### config.mk
export PLATFORM = sky130hd
export DESIGN_NAME = ede_seq_ctrl
export DESIGN_NICKNAME = d
export VERILOG_FILES = /design/src/rtl/ede_seq_ctrl.sv
export SDC_FILE = /design/constraint.sdc
export NUM_CORES = 1
export LEC_CHECK = 0
export CAP_MARGIN = 20
export CORE_MARGIN = 5
export CORE_UTILIZATION = 35
export CTS_CLUSTER_SIZE = 10
export DETAILED_ROUTE_END_ITERATION = 7
export HOLD_SLACK_MARGIN = 0.02
export PLACE_DENSITY = 0.57
export SYNTH_ARGS = -nofsm -noshare
export SYNTH_HDL_FRONTEND = slang
export SYNTH_SLANG_ARGS = --single-unit
### constraint.sdc
create_clock -name clk -period 4.9 [get_ports clk]
set_input_delay 0.98 -clock clk [delete_from_list [all_inputs] [get_ports clk]]
set_output_delay 0.98 -clock clk [all_outputs]
set_load 0.1 [all_outputs]
### src/rtl/ede_seq_ctrl.sv
// Frame sequencer for the 15-tap triangular (1..8..1) smoothing filter: loads a frame into
// an external single-port RAM, then produces one edge-replicated result per sample on a single MAC.
module ede_seq_ctrl #(
  parameter int N_SAMPLES = 2400,
  parameter int DW        = 10,
  parameter int AW        = 12,
  parameter int SW        = 16
) (
  input  logic          clk,
  input  logic          reset,
  input  logic          start,
  input  logic          in_valid,
  output logic          in_ready,
  input  logic [DW-1:0] in_data,
  output logic          mem_we,
  output logic [AW-1:0] mem_addr,
  output logic [DW-1:0] mem_wdata,
  input  logic [DW-1:0] mem_rdata,
  output logic          out_valid,
  input  logic          out_ready,
  output logic [SW-1:0] out_data,
  output logic [AW-1:0] out_index,
  output logic          busy,
  output logic          done
);

  typedef enum logic [1:0] {
    S_IDLE,
    S_LOAD,
    S_MAC,
    S_HOLD
  } state_t;

  localparam int PW   = AW + 2;  // signed tap position, wide enough for n+k-7 without wrap
  localparam int MW   = DW + 4;
  localparam int HALF = 7;
  localparam logic [AW-1:0] LAST_IDX = AW'(N_SAMPLES - 1);
  localparam logic [3:0]    LAST_K   = 4'd15;

  state_t        state;
  state_t        state_nxt;
  logic [AW-1:0] wr_ptr;
  logic [AW-1:0] n;
  logic [3:0]    k;
  logic [3:0]    k_d;
  logic          rd_pend;
  logic [SW-1:0] acc;

  logic signed [PW-1:0] tap_pos;
  logic [AW-1:0]        tap_addr;
  logic [MW-1:0]        product;

  function automatic logic [3:0] coef(input logic [3:0] tap);
    return (tap < 4'd8) ? tap + 4'd1 : 4'd15 - tap;
  endfunction

  // Edge replication: positions before 0 or past the last sample read the end sample.
  assign tap_pos = $signed({2'b00, n}) + $signed({{(PW-4){1'b0}}, k}) - $signed(PW'(HALF));

  always_comb begin
    if (tap_pos[PW-1]) begin
      tap_addr = '0;
    end else if (tap_pos > $signed(PW'(N_SAMPLES - 1))) begin
      tap_addr = LAST_IDX;
    end else begin
      tap_addr = tap_pos[AW-1:0];
    end
  end

  assign product = MW'(mem_rdata) * MW'(coef(k_d));

  // NOTE: sequential state uses non-blocking assignments so every register samples
  // pre-edge values, independent of the order the always blocks are evaluated.
  always_ff @(posedge clk) begin
    if (!reset) begin
      state <= S_IDLE;
    end else begin
      state <= state_nxt;
    end
  end

  // NOTE: every output of this block gets a default before the case so that no path
  // leaves a signal unassigned, which would otherwise infer a latch.
  always_comb begin
    state_nxt = state;
    in_ready  = 1'b0;
    mem_we    = 1'b0;
    mem_addr  = '0;
    mem_wdata = '0;
    out_valid = 1'b0;
    case (state)
      S_IDLE: begin
        if (start) begin
          state_nxt = S_LOAD;
        end
      end
      S_LOAD: begin
        in_ready = 1'b1;
        mem_addr = wr_ptr;
        if (in_valid) begin
          mem_we    = 1'b1;
          mem_wdata = in_data;
          if (wr_ptr == LAST_IDX) begin
            state_nxt = S_MAC;
          end
        end
      end
      S_MAC: begin
        if (k == LAST_K) begin
          state_nxt = S_HOLD;
        end else begin
          mem_addr = tap_addr;
        end
      end
      S_HOLD: begin
        out_valid = 1'b1;
        if (out_ready) begin
          state_nxt = (n == LAST_IDX) ? S_IDLE : S_MAC;
        end
      end
      default: state_nxt = S_IDLE;
    endcase
  end

  // Datapath: write pointer, sample index, tap counter and the accumulator.
  // The read issued on tap k returns one cycle later, so it is weighted by k_d.
  always_ff @(posedge clk) begin
    if (!reset) begin
      wr_ptr  <= '0;
      n       <= '0;
      k       <= '0;
      k_d     <= '0;
      rd_pend <= 1'b0;
      acc     <= '0;
      done    <= 1'b0;
    end else begin
      k_d     <= k;
      rd_pend <= (state == S_MAC) && (k != LAST_K);
      done    <= (state == S_HOLD) && out_ready && (n == LAST_IDX);
      case (state)
        S_IDLE: begin
          if (start) begin
            wr_ptr <= '0;
          end
        end
        S_LOAD: begin
          if (in_valid) begin
            wr_ptr <= wr_ptr + 1'b1;
            if (wr_ptr == LAST_IDX) begin
              n   <= '0;
              k   <= '0;
              acc <= '0;
            end
          end
        end
        S_MAC: begin
          k <= k + 1'b1;
          if (rd_pend) begin
            acc <= acc + SW'(product);
          end
        end
        S_HOLD: begin
          if (out_ready && (n != LAST_IDX)) begin
            n   <= n + 1'b1;
            k   <= '0;
            acc <= '0;
          end
        end
        default: ;
      endcase
    end
  end

  assign busy      = (state != S_IDLE);
  assign out_data  = acc;
  assign out_index = n;

endmodule

==> results.sh <==
export IMPL_clk_latency_ps=300
export IMPL_slew_limit_headroom_pct=32.5
export IMPL_critPathTopFamily="adder cells"
export IMPL_vias=4416
export IMPL_ys_seq_area_share_pct=21.1
export IMPL_design_area_um2=6520
export IMPL_crit_buf_inv=2
export IMPL_drc=0
export IMPL_gr_total_overflow=0
export IMPL_fillerInstances=1389
export IMPL_total_power_uw=1500
export IMPL_period_minus_slack_ps=4670
export IMPL_grt_max_degree=25
export IMPL_clockBufferDepth=2
export IMPL_timing_final_max_slew_violations=0
export IMPL_synthCells=612
export IMPL_initial_utilization_pct=35.6
export IMPL_wl_mm=12.7
export IMPL_htreeDepth=2
export IMPL_synthArstFlopShare_pct=0
export IMPL_antenna_left=0
export IMPL_ff2ff_setup_slack_ps=240
export IMPL_avgViaCountPerCell=4.97
export IMPL_antenna_cells=0
export IMPL_r2r_end="out_data[15]"
export IMPL_critPathRequiredTime_ps=5110
export IMPL_ys_warnings_count=0
export IMPL_setup_viol=0
export IMPL_antenna_found_initial=0
export IMPL_final_common_cell="inv_1"
export IMPL_die_area_um2=16600
export IMPL_dp_hpwl_mm=10.2
export IMPL_cts_root_buf="clkbuf_16"
export IMPL_peakVddDrop_mv=0.257
export IMPL_synthDistinctLibCells=62
export IMPL_critPathLaunchType="input port"
export IMPL_p_leak_uw=0.00290
export IMPL_tightest_slew_ps=1010
export IMPL_path_class="in -> reg"
export IMPL_cts_tree="done"
export IMPL_synth_enable_flop_cells=0
export IMPL_drt_first_iter_violations=171
export IMPL_finalClockSkew_ps=8.49
export IMPL_max_freq_ghz=0.214
export IMPL_nets=817
export IMPL_critPathSlowestCell="fa_1"
export IMPL_cp_max_fo=3
export IMPL_crit_chain="clkdlybuf4s50_1, nand2_1, fa_1, fa_1, fa_1, inv_1, ha_4, nor2b_4, o31ai_2, a2111o_1, nand3_1, a31o_2, a21oi_1, or3_1, a221oi_2"
export IMPL_cp_endpoint="out_data[15]"
export IMPL_synth_nets=721
export IMPL_r2r_start="k_d[0]"
export IMPL_power_density_nw_per_um2=230
export IMPL_min_path_type="reg -> reg"
export IMPL_ioPinCount=80
export IMPL_final_cell_mix="inv_1 (93), nor2_1 (55), ha_1 (54), dfxtp_1 (51), clkdlybuf4s50_1 (49)"
export IMPL_port_buffers=79
export IMPL_clk_pin_slew_ps=70
export IMPL_grt_usage_pct=15.6
export IMPL_path_depth=15
export IMPL_wl_per_cell_um=14.3
export IMPL_place_area_um2=6230
export IMPL_status="complete, no violations"
export IMPL_netlist_area_um2=4940
export IMPL_drive_above_1_share_pct=13.7
export IMPL_grt_pass1_vias=4544
export IMPL_ys_ff_latch=52
export IMPL_die_h_um=129
export IMPL_cpPeakStageDelay_ps=520
export IMPL_cts_hold_buf=0
export IMPL_ff2ff_path_depth=18
export IMPL_syn_avg_cell_area_um2=8.07
export IMPL_area_growth_pct=32.1
export IMPL_synth_ff_type="dfxtp_1"
export IMPL_hold_viol=0
export IMPL_cpMostUsedCell="fa_1"
export IMPL_numClockSinks=52
export IMPL_first_pass_iters=4
export IMPL_startpoint="mem_rdata[0]"
export IMPL_num_rows=43
export IMPL_finalCritPeriodShare_pct=95.3
export IMPL_cp_end_kind="register"
export IMPL_cts_buffers=5
export IMPL_core_area_um2=13900
export IMPL_dieWidth_um=129
export IMPL_drv_cap=0
export IMPL_place_gp_congestion=0.830
export IMPL_arrival_ps=4880
export IMPL_grt_pass1_wl_mm=21.6
timing repair:
| action | 4_1_cts | 5_1_grt |
|---|---|---|
| setup buffers | 0 | 2 |
| setup endpoints to repair | 0 | 12 |
| resized for setup | 0 | 28 |
routing by layer:
layer	GRT usage (%)	vias up	wire length, um
met2	27.7	60	6250
met1	19.5	2120	5730
met4	3.77	0	153
li1	-	2224	-
met3	3.11	12	536
met5	0	-	0
sequential cells by signal, summed over array words and instances (netlist names):
| signal | flops |
|---|---|
| k | 4 |
| k_d | 4 |
| wr_ptr | 12 |
| done | 1 |
| out_data | 16 |
| rd_pend | 1 |
| state | 2 |
| out_index | 12 |
cell usage after synthesis (all sizes together) (2+ instances only):
cell    number  area [um2]
a211oi       3        22.5
a21boi       4        30.0
a21o         5        37.5
a21oi       30         154
a22oi        9        72.6
a31o         2        17.5
a31oi        4        40.0
a32o         3        30.0
and2        33         206
and3        13        81.3
and4b        2        20.0
and4bb       2        25.0
clkbuf      11        41.3
dfxtp       52        1040
fa          28         561
ha          56         701
inv         93         349
nand2       45         169
nand2b       4        25.0
nand3       19        95.1
nand3b       2        15.0
nand4       12        81.3
nor2        57         216
nor2b       12        75.1
nor3        12        65.1
nor3b        5        37.5
o211ai       2        15.0
o21a         3        22.5
o21ai       27         150
o31ai        3        36.3
or2          2        12.5
or3          4        25.0
xnor2       24         210
xor2        14         123
where the power goes:
group	leakage, uW	internal, uW	total (uW)	switching (uW)
registers	0.000420	437	452	15.8
clock network	0.0000798	240	405	165
logic	0.00240	182	640	458
total	0.00290	859	1500	639
cell type report:
cell class	instances	area, um2	share of cell area [%]
clock buffer	5	125	1.92
clock inverter	3	42.5	0.652
inverter	93	349	5.35
multi-input combinational	455	3670	56.3
sequential	52	1040	16.0
tap	180	225	3.45
timing repair buffer	101	1070	16.3
worst reg2reg max path: stages, from the launching register on:
cell	delay (ps)
dfxtp_1	340
buf_4	200
and4b_2	300
buf_4	180
and2_4	150
fa_1	430
fa_1	550
inv_1	50
fa_1	500
inv_1	40
ha_1	310
o21a_1	150
o31ai_2	70
a2111o_1	420
nand3_1	100
a31o_2	150
a21oi_1	60
or3_1	320
a221oi_2	230
how the worst min path moves through the flow:
stage,slack [ps],depth (start not counted),from,to
after floorplan,470,2,k[1],k[1]
after global placement,470,2,out_data[5],out_data[5]
after detailed placement,470,2,out_data[3],out_data[3]
after CTS,480,2,out_data[3],out_data[3]
after global routing,500,2,out_data[6],out_data[6]
final,480,2,out_data[7],out_data[7]
cells by family after synthesis:
group | count (synthesis) | share of synthesized area [%]
and+or+nand+nor | 227 | 23.9
AOI/OAI and AO/OA | 105 | 14.6
buffers and inverters | 105 | 7.98
adders and majority gates | 84 | 25.6
DFF | 52 | 21.1
xor gates and xnor gates | 38 | 6.74
muxes | 1 | 0.203
through the flow:
stage	TNS (ps)	utilization, %	hold slack (ps)	std cells	worst slack [ps]
global route	-6.70	47.0	500	889	-6.70
CTS	0	46.1	478	887	19.2
finish	0	47.0	476	889	230
floorplan	-613	-	473	612	-175
global placement	-568	44.9	466	879	-206
detailed placement	-699	44.9	468	879	-244
No activity file was read; power rests on OpenSTA's default activity.
